**src/rtl/fpu_pkg.sv**
```systemverilog
// fpu_pkg: shared single-precision constants and types for the FPU
// post-processing stages (divide, multiply, sqrt).
//   - field widths, bias, exponent limits, default quiet NaN
//   - rounding-mode encoding (SH4 RN / RZ)
//   - s1_t: normalized-quotient register between normalize and round/pack
package fpu_pkg;

    localparam int unsigned EXP_W   = 8;
    localparam int unsigned MAN_W   = 23;
    localparam int unsigned BIAS    = 127;
    localparam int unsigned EXP_MAX = 255;
    localparam logic [31:0] QNAN    = 32'h7FBF_FFFF;

    // Internal signed exponent width; wide enough that exp_in-1 and the
    // rounding carry can never wrap for any supported input width.
    localparam int unsigned S1_EXP_W = 16;

    typedef enum logic {
        RM_RN = 1'b0,
        RM_RZ = 1'b1
    } rm_e;

    typedef struct packed {
        logic                       sign;
        logic                       sp_nan;
        logic                       sp_inf;
        logic                       sp_zero;
        rm_e                        rm;
        logic signed [S1_EXP_W-1:0] exp;
        logic [MAN_W:0]             mant;
        logic                       guard;
        logic                       sticky;
    } s1_t;

endpackage

```
**src/rtl/fp_round_rne_rz.sv**
```systemverilog
// fp_round_rne_rz: combinational mantissa rounding (RN nearest-even / RZ).
// Ports:
//   mant_in  - MW-bit normalized mantissa (leading 1 at MSB)
//   guard    - first bit below the mantissa LSB
//   sticky   - OR of all bits below guard
//   rm       - rounding mode
//   mant_out - rounded mantissa; renormalized to 1.000.. on carry-out
//   carry    - rounding overflowed the mantissa (exponent must increment)
//   inexact  - any discarded bit was nonzero
module fp_round_rne_rz
    import fpu_pkg::*;
#(
    parameter int unsigned MW = 24
) (
    input  logic [MW-1:0] mant_in,
    input  logic          guard,
    input  logic          sticky,
    input  rm_e           rm,
    output logic [MW-1:0] mant_out,
    output logic          carry,
    output logic          inexact
);

    logic        inc;
    logic [MW:0] sum;

    always_comb begin
        inc      = (rm == RM_RN) & guard & (sticky | mant_in[0]);
        sum      = {1'b0, mant_in} + (MW+1)'(inc);
        carry    = sum[MW];
        mant_out = carry ? {1'b1, {(MW-1){1'b0}}} : sum[MW-1:0];
        inexact  = guard | sticky;
    end

endmodule

```
**src/rtl/fdiv_round_pack.sv**
```systemverilog
// fdiv_round_pack: divide post-processing. Normalizes the SRT quotient,
// rounds (RN/RZ), applies overflow / flush-to-zero underflow and special
// cases, and packs an IEEE-754 single. Two stages, one op per cycle.
// Ports:
//   clk, rst_n          - clock, async active-low reset
//   q_valid             - quotient + tags valid (pulse)
//   quotient            - QW-bit quotient, Q[QW-1] integer bit
//   rem_nz              - remainder nonzero (sticky)
//   sign, exp_in        - result sign, signed biased exponent
//   rm                  - 0 = RN, 1 = RZ
//   sp_nan/sp_inf/sp_zero - special-case tags (priority in that order)
//   res_valid           - result valid pulse, 2 cycles after q_valid
//   result, flg_*       - packed single and flags, held between results
module fdiv_round_pack
    import fpu_pkg::*;
#(
    parameter int unsigned QW   = 27,
    parameter int unsigned EW   = 10,
    parameter logic [31:0] QNAN = 32'h7FBF_FFFF
) (
    input  logic          clk,
    input  logic          rst_n,
    input  logic          q_valid,
    input  logic [QW-1:0] quotient,
    input  logic          rem_nz,
    input  logic          sign,
    input  logic [EW-1:0] exp_in,
    input  logic          rm,
    input  logic          sp_nan,
    input  logic          sp_inf,
    input  logic          sp_zero,
    output logic          res_valid,
    output logic [31:0]   result,
    output logic          flg_ovf,
    output logic          flg_unf,
    output logic          flg_inx
);

    localparam logic signed [S1_EXP_W-1:0] EXP_ONE = S1_EXP_W'(1);
    localparam logic signed [S1_EXP_W-1:0] EXP_TOP = S1_EXP_W'(EXP_MAX);

    s1_t         s1_d, s1_q;
    logic        s1_valid_d, s1_valid_q;
    logic        res_valid_d, res_valid_q;
    logic [31:0] result_d, result_q;
    logic        ovf_d, ovf_q, unf_d, unf_q, inx_d, inx_q;

    logic signed [S1_EXP_W-1:0] exp_ext;
    logic signed [S1_EXP_W-1:0] exp_fin;
    logic [MAN_W:0]             mant_r;
    logic                       rnd_carry;
    logic                       rnd_inx;

    // Stage 1: normalize into [1,2)
    always_comb begin
        s1_d       = s1_q;
        s1_valid_d = q_valid;
        exp_ext    = S1_EXP_W'(signed'(exp_in));
        if (q_valid) begin
            s1_d.sign    = sign;
            s1_d.sp_nan  = sp_nan;
            s1_d.sp_inf  = sp_inf;
            s1_d.sp_zero = sp_zero;
            s1_d.rm      = rm_e'(rm);
            if (quotient[QW-1]) begin
                s1_d.mant   = quotient[QW-1:QW-24];
                s1_d.guard  = quotient[QW-25];
                s1_d.sticky = (|quotient[QW-26:0]) | rem_nz;
                s1_d.exp    = exp_ext;
            end else begin
                s1_d.mant   = quotient[QW-2:QW-25];
                s1_d.guard  = quotient[QW-26];
                s1_d.sticky = (|quotient[QW-27:0]) | rem_nz;
                s1_d.exp    = exp_ext - EXP_ONE;
            end
        end
    end

    fp_round_rne_rz #(
        .MW (MAN_W + 1)
    ) u_round (
        .mant_in  (s1_q.mant),
        .guard    (s1_q.guard),
        .sticky   (s1_q.sticky),
        .rm       (s1_q.rm),
        .mant_out (mant_r),
        .carry    (rnd_carry),
        .inexact  (rnd_inx)
    );

    // Stage 2: round, range-check, pack
    always_comb begin
        res_valid_d = s1_valid_q;
        result_d    = result_q;
        ovf_d       = ovf_q;
        unf_d       = unf_q;
        inx_d       = inx_q;
        exp_fin     = rnd_carry ? s1_q.exp + EXP_ONE : s1_q.exp;
        if (s1_valid_q) begin
            ovf_d = 1'b0;
            unf_d = 1'b0;
            inx_d = 1'b0;
            if (s1_q.sp_nan) begin
                result_d = QNAN;
            end else if (s1_q.sp_inf) begin
                result_d = {s1_q.sign, 8'hFF, 23'h0};
            end else if (s1_q.sp_zero) begin
                result_d = {s1_q.sign, 31'h0};
            end else if (exp_fin >= EXP_TOP) begin
                ovf_d    = 1'b1;
                inx_d    = 1'b1;
                result_d = (s1_q.rm == RM_RN) ? {s1_q.sign, 8'hFF, 23'h0}
                                              : {s1_q.sign, 8'hFE, 23'h7FFFFF};
            end else if (exp_fin <= 0) begin
                unf_d    = 1'b1;
                inx_d    = 1'b1;
                result_d = {s1_q.sign, 31'h0};
            end else if (!mant_r[MAN_W]) begin
                // Only reachable from an illegal 00.xx quotient; emit zero.
                inx_d    = rnd_inx;
                result_d = {s1_q.sign, 31'h0};
            end else begin
                inx_d    = rnd_inx;
                result_d = {s1_q.sign, exp_fin[EXP_W-1:0], mant_r[MAN_W-1:0]};
            end
        end
    end

    always_ff @(posedge clk or negedge rst_n) begin
        if (!rst_n) begin
            s1_valid_q  <= 1'b0;
            s1_q        <= '0;
            res_valid_q <= 1'b0;
            result_q    <= '0;
            ovf_q       <= 1'b0;
            unf_q       <= 1'b0;
            inx_q       <= 1'b0;
        end else begin
            s1_valid_q  <= s1_valid_d;
            s1_q        <= s1_d;
            res_valid_q <= res_valid_d;
            result_q    <= result_d;
            ovf_q       <= ovf_d;
            unf_q       <= unf_d;
            inx_q       <= inx_d;
        end
    end

    assign res_valid = res_valid_q;
    assign result    = result_q;
    assign flg_ovf   = ovf_q;
    assign flg_unf   = unf_q;
    assign flg_inx   = inx_q;

endmodule
```
**config.mk**
```make
export PLATFORM = sky130hd
export DESIGN_NAME = fdiv_round_pack
export DESIGN_NICKNAME = d
export VERILOG_FILES = /design/src/rtl/fpu_pkg.sv /design/src/rtl/fp_round_rne_rz.sv /design/src/rtl/fdiv_round_pack.sv
export SDC_FILE = /design/constraint.sdc
export NUM_CORES = 1
export LEC_CHECK = 0
export CAP_MARGIN = 10
export CORE_MARGIN = 2
export CORE_UTILIZATION = 25
export CTS_BUF_LIST = sky130_fd_sc_hd__clkbuf_4 sky130_fd_sc_hd__clkbuf_8 sky130_fd_sc_hd__clkbuf_16
export DETAILED_ROUTE_END_ITERATION = 8
export PLACE_DENSITY_LB_ADDON = 0.12
export SYNTH_ARGS = -nofsm -noshare
export SYNTH_HDL_FRONTEND = slang
export SYNTH_SLANG_ARGS = --single-unit
export TNS_END_PERCENT = 50
```
**constraint.sdc**
```tcl
create_clock -name clk -period 6.25 [get_ports clk]
set_input_delay 0.9375 -clock clk [delete_from_list [all_inputs] [get_ports clk]]
set_output_delay 0.9375 -clock clk [all_outputs]
set_load 0.01 [all_outputs]
```
# ---- Word-level counts from Yosys, hierarchy flattened
# Cells that the tools add are included.
dict set report op_classes {
  n_addsub 3
  magnitude_cmp 2
  muxes 24
  bitwise 7
  reduce_logical 1
}
# operator count
set ops {}
lappend ops {{$mux W31} 5}
lappend ops {{$mux W24} 2}
lappend ops {{$mux W42} 1}
lappend ops {{$mux W32} 1}
lappend ops {{$add A24 B1 Y25} 1}
lappend ops {{$add A16 B2 Y16 const B} 1}
lappend ops {{$ge A16 B9 Y1 const B} 1}
lappend ops {{$le A16 B1 Y1 const B} 1}
lappend ops {{$mux W16} 1}
lappend ops {{$mux W1} 14}
lappend ops {{$sub A10 B2 Y11 const B} 1}
lappend ops {{$or A1 B1 Y1} 4}
lappend ops {{$and A1 B1 Y1} 2}
lappend ops {{$reduce_or A2 Y1} 1}
lappend ops {{$not A1 Y1} 1}
dict set report word_totals {
  ff_bits 84
  out_inout_bits 36
  word_cells 52
}

# ---- Logic depth before layout (Yosys ltp)
dict set report logic_depth {
  ltp_word 11
  mapped_depth 13
}

# ---- Modules after synthesis
# Synthesis repeated with hierarchy kept, for this count alone.
dict set report hier_totals {
  hier_cells 513
  hier_area_um2 4835.9
}
# mod n_inst cells_per_inst area_each_um2
set by_module_without_submodules {}
lappend by_module_without_submodules {fdiv_round_pack 1 412 4202.8}
lappend by_module_without_submodules {fp_round_rne_rz 1 101 633.1}

# ---- Worst setup path before layout
# Ideal clock, no wire load.
dict set report synth_path {
  kind {register -> register}
  from {register s1_q[42] (netlist bit)}
  to {register result_q[23], in the netlist result[23]}
  setup_ns 0.082
  t_arrival_ns 3.158
  t_required_ns 6.168
  path_slack_ns 3.010
  path_stages_with_launch 11
  n_path_buf 0
  synth_period_minus_slack_ns 3.240
  cell_sequence {dfrtp_1 -> nor3b_1 -> ha_1 -> ha_1 -> nand4_4 -> or4_4 -> nor3_2 -> mux2i_1 -> o22ai_2 -> or4_1 -> a31oi_1}
}
dict set report synth_via {
  elab_chain_len 11
}
# element line
set synth_rtl {}
lappend synth_rtl {{start: declaration} fdiv_round_pack.sv:42} ;# s1_t s1_d, s1_q;
lappend synth_rtl {{start signal: assignment} fdiv_round_pack.sv:132} ;# s1_q <= '0;
lappend synth_rtl {{start signal: assignment} fdiv_round_pack.sv:140} ;# s1_q <= s1_d;
lappend synth_rtl {{$not A1 Y1} -}
lappend synth_rtl {{$and A1 B1 Y1 (2 in a row)} fp_round_rne_rz.sv:28} ;# inc = (rm == RM_RN) & guard & (sticky | mant_in[0]);
lappend synth_rtl {{$add A24 B1 Y25} fp_round_rne_rz.sv:29} ;# sum = {1'b0, mant_in} + (MW+1)'(inc);
lappend synth_rtl {{$mux W16 or $mux W24 (tied branches)} {fdiv_round_pack.sv:98, fp_round_rne_rz.sv:31}}
lappend synth_rtl {{$le A16 B1 Y1 or $mux W31 (tied branches)} {fdiv_round_pack.sv:114, fdiv_round_pack.sv:118}}
lappend synth_rtl {{$mux W31} fdiv_round_pack.sv:114} ;# end else if (exp_fin <= 0) begin
lappend synth_rtl {{$mux W31 *} fdiv_round_pack.sv:109} ;# end else if (exp_fin >= EXP_TOP) begin
lappend synth_rtl {{$mux W31 *} fdiv_round_pack.sv:107} ;# end else if (s1_q.sp_zero) begin
lappend synth_rtl {{$mux W31 *} fdiv_round_pack.sv:105} ;# end else if (s1_q.sp_inf) begin
lappend synth_rtl {{$mux W32 *} fdiv_round_pack.sv:103} ;# if (s1_q.sp_nan) begin
lappend synth_rtl {{end signal: assignment} fdiv_round_pack.sv:142} ;# result_q <= result_d;
lappend synth_rtl {{end: declaration} fdiv_round_pack.sv:45} ;# logic [31:0] result_d, result_q;
# Every way passes the cells marked *; elsewhere a longest branch is shown, timed or not.
# A chain may end at the register's enable or synchronous reset.

# ---- Worst setup path in the final report
dict set report layout_path {
  from {register s1_q[42] (netlist bit)}
  to {register result_q[15], in the netlist result[15]}
}
# The elaborated chain is that of the path after synthesis.

==> flow_metrics.py <==
metrics = {
    "die": {
        "die-area_mm2": 0.0199,
        "pin_count": 82,
        "dieHeight_um": 141,
        "die_w_um": 141,
        "start_util_pct": 25.3,
        "rows": 50,
        "core_mm2": 0.0186,
    },
    "sta": {
        "finClkSkew_ns": 0.00846,
        "setup_violations": 0,
        "worst_pin_slew_ns": 1.05,
        "finalCritPeriodShare_pct": 62.3,
        "max-slew-margin-rel_pct": 30.3,
        "drv_slew": 0,
        "rsz0062_at_grt": "no",
        "max_freq_mhz": 257,
        "hold_violations": 0,
        "final.min_clock_period_ns": 3.89,
        "tns_ns": 0,
    },
    "critical_path": {
        "required_ns": 6.51,
        "cp_data_arrival_time_ns": 4.16,
        "crit_type": "flop to flop",
        "r2r-start": "s1_q[42]",
        "crit_path_max_fanout": 20,
        "reg2regPathDepth": 10,
        "r2r-end": "result[15]",
        "startpoint_type": "flop",
        "rrSetupSlack_ns": 2.36,
        "end_kind": "flop",
    },
    "cts": {
        "post_cts_buffers": 0,
        "root_buffer": "clkbuf_16",
        "cts_tree": "yes",
        "cts-htree-levels": 3,
        "ctsResizeCount": 0,
        "numClockSinks": 79,
        "insertion_delay_ns": 0.35,
        "cts_buffers": 9,
        "cts_buffer_depth": 2,
        "clk_pin_slew_worst_paths_ns": 0.06,
        "ctsHoldBuffers": 0,
    },
    "worst_hold_path": {
        "whs_endpoint": "s1_q[46]",
        "hp-class": "flop to flop",
        "min_from": "s1_q[46]",
        "hold_depth": 1,
    },
    "logic_synthesis": {
        "synthTopCellsByArea": "dfrtp_1, nor2_1, mux2i_1",
        "synthFlopType": "dfrtp_1",
        "async_flop_share_pct": 100,
        "synth-seq-cells": 79,
        "syn_inst": 501,
        "yosysMostFrequentCell": "nor2_1",
        "syn_avg_cell_area_um2": 9.39,
        "yosys.area.top_type": "dfrtp_1",
        "seq_area_frac_synth_pct": 42.0,
        "synthTopCellsByCount": "nor2_1, dfrtp_1, a21oi_1",
        "yosys.cell_types.count": 58,
        "postSynthNetCount": 551,
        "yosysWarnings": 0,
        "synth_edf_count": 0,
        "synthesis.area_mm2": 0.00470,
        "synth_top_area_share_pct": 42.0,
    },
    "placed_design": {
        "io_buffers": 81,
        "gp_congestion": 0.837,
        "hpwl_mm": 9.46,
    },
    "pwr": {
        "p_leak_nw": 2.27,
        "powerDensity_mw_per_mm2": 264,
        "ir_drop_uv": 114,
    },
    "cells_and_area": {
        "nFillCells": 1913,
        "fin_util_pct": 32.1,
        "n_antenna_cell": 0,
        "area_delta_synth_final_pct": 26.8,
        "nets": 612,
        "drive_gt1_share_pct": 10.9,
    },
    "flow_run": {
        "max_cap_violations": 0,
    },
    "global_route": {
        "grt_overflow": 0,
        "track_usage_pct": 13.7,
        "grt_pass1_vias": 3774,
        "antenna_found_initial": 0,
        "grt_max_degree": 80,
        "grt_first_pass_wirelength_mm": 21.2,
    },
    "outcome": {
        "outcome": "finished, final reports clean",
    },
    "routing": {
        "dr.pass1.iters": 6,
        "drtIter0Drc": 295,
        "drc": 0,
        "vias_per_cell": 4.82,
        "drtAntennaViolNets": 0,
        "vias": 3859,
        "wirelength_mm": 13.0,
        "wire_per_inst_um": 16.2,
    },
}
## sequential cells by signal, indices dropped and copies added, names as in the netlist
name	cells
flg_inx	1
flg_ovf	1
flg_unf	1
res_valid	1
res_valid_d	1
result	32
s1_q	42
## metrics by stage
stage	setup slack, ns	hold WS [ns]	power [mW]	instance area, µm²	cells
6_report	2.36	0.511	1.58	5970	801
5_1_grt	1.94	0.542	1.67	5970	801
4_1_cts	2.36	0.515	1.60	5970	801
3_5_place_dp	2.40	0.501	1.03	5650	785
3_3_place_gp	2.53	0.493	1.02	5650	785
2_1_floorplan	3.01	0.352	0.849	4700	501
## cells in the final DEF (no fill, tap or decap), drive strengths merged, types with 9 or more instances in the layout
master / count
nand2: 17
nor2: 95
inv: 9
a21oi: 37
xor2: 22
o21ai: 20
a211oi: 23
mux2i: 26
dfrtp: 79
nand3: 29
nand4: 11
xnor2: 15
clkdlybuf4s50: 79
clkbuf: 14
## where the power goes
| group | total, mW | leakage (nW) | switching (mW) | internal, mW |
|---|---|---|---|---|
| Combinational | 0.363 | 1.22 | 0.178 | 0.185 |
| Clock | 0.561 | 0.156 | 0.209 | 0.351 |
| Sequential | 0.652 | 0.897 | 0.0725 | 0.579 |
| Total | 1.58 | 2.27 | 0.460 | 1.12 |
## worst max-delay path by stage
stage | startpoint | to | slack (ns) | cells after the start
detailed placement | s1_q[42] | result[15] | 2.40 | 10
CTS | s1_q[42] | result[15] | 2.36 | 10
finish | s1_q[42] | result[15] | 2.36 | 10
global placement | s1_q[42] | result[15] | 2.53 | 10
floorplan | s1_q[42] | result[23] | 3.01 | 10
global route | s1_q[42] | result[15] | 1.94 | 10
## critical path, stage by stage (launching register included)
cell and delay [ns]:
dfrtp_1 0.42, nor3b_1 0.23, ha_1 0.24, ha_1 0.27
nand4_4 0.18, nor4_4 0.43, a31oi_1 0.24, a211o_1 0.56
nor2_1 0.74, nand3_1 0.23, a211oi_2 0.26
## cells by family (layout without fill, tap and decap cells)
group | Yosys count | after routing | synth area share, %
simple gates | 195 | 195 | 20.5
compound gates | 109 | 109 | 17.7
flops | 79 | 79 | 42.0
buf+inv | 45 | 111 | 4.76
xor+xnor | 37 | 37 | 6.89
mux | 32 | 32 | 6.97
fa+ha+maj | 4 | 4 | 1.06
## final cells by class
| cell class | instances | area (µm²) | area share [%] |
|---|---|---|---|
| Clock buffer | 14 | 282 | 4.72 |
| Tap cell | 234 | 293 | 4.91 |
| Sequential cell | 79 | 1980 | 33.1 |
| Clock inverter | 2 | 37.5 | 0.629 |
| Timing Repair Buffer | 86 | 841 | 14.1 |
| Inverter | 9 | 33.8 | 0.566 |
| Multi-Input combinational cell | 377 | 2500 | 41.9 |
## layer usage
layer  global-route usage, %  share of wire, %  routed length [µm]
met1                    21.0                52                6760
met2                    18.8                42                5490
met3                    3.09               4.4                 572
met4                    4.11               1.1                 139
met5                       0                 0                   0
(Power assumes the default switching activity.)
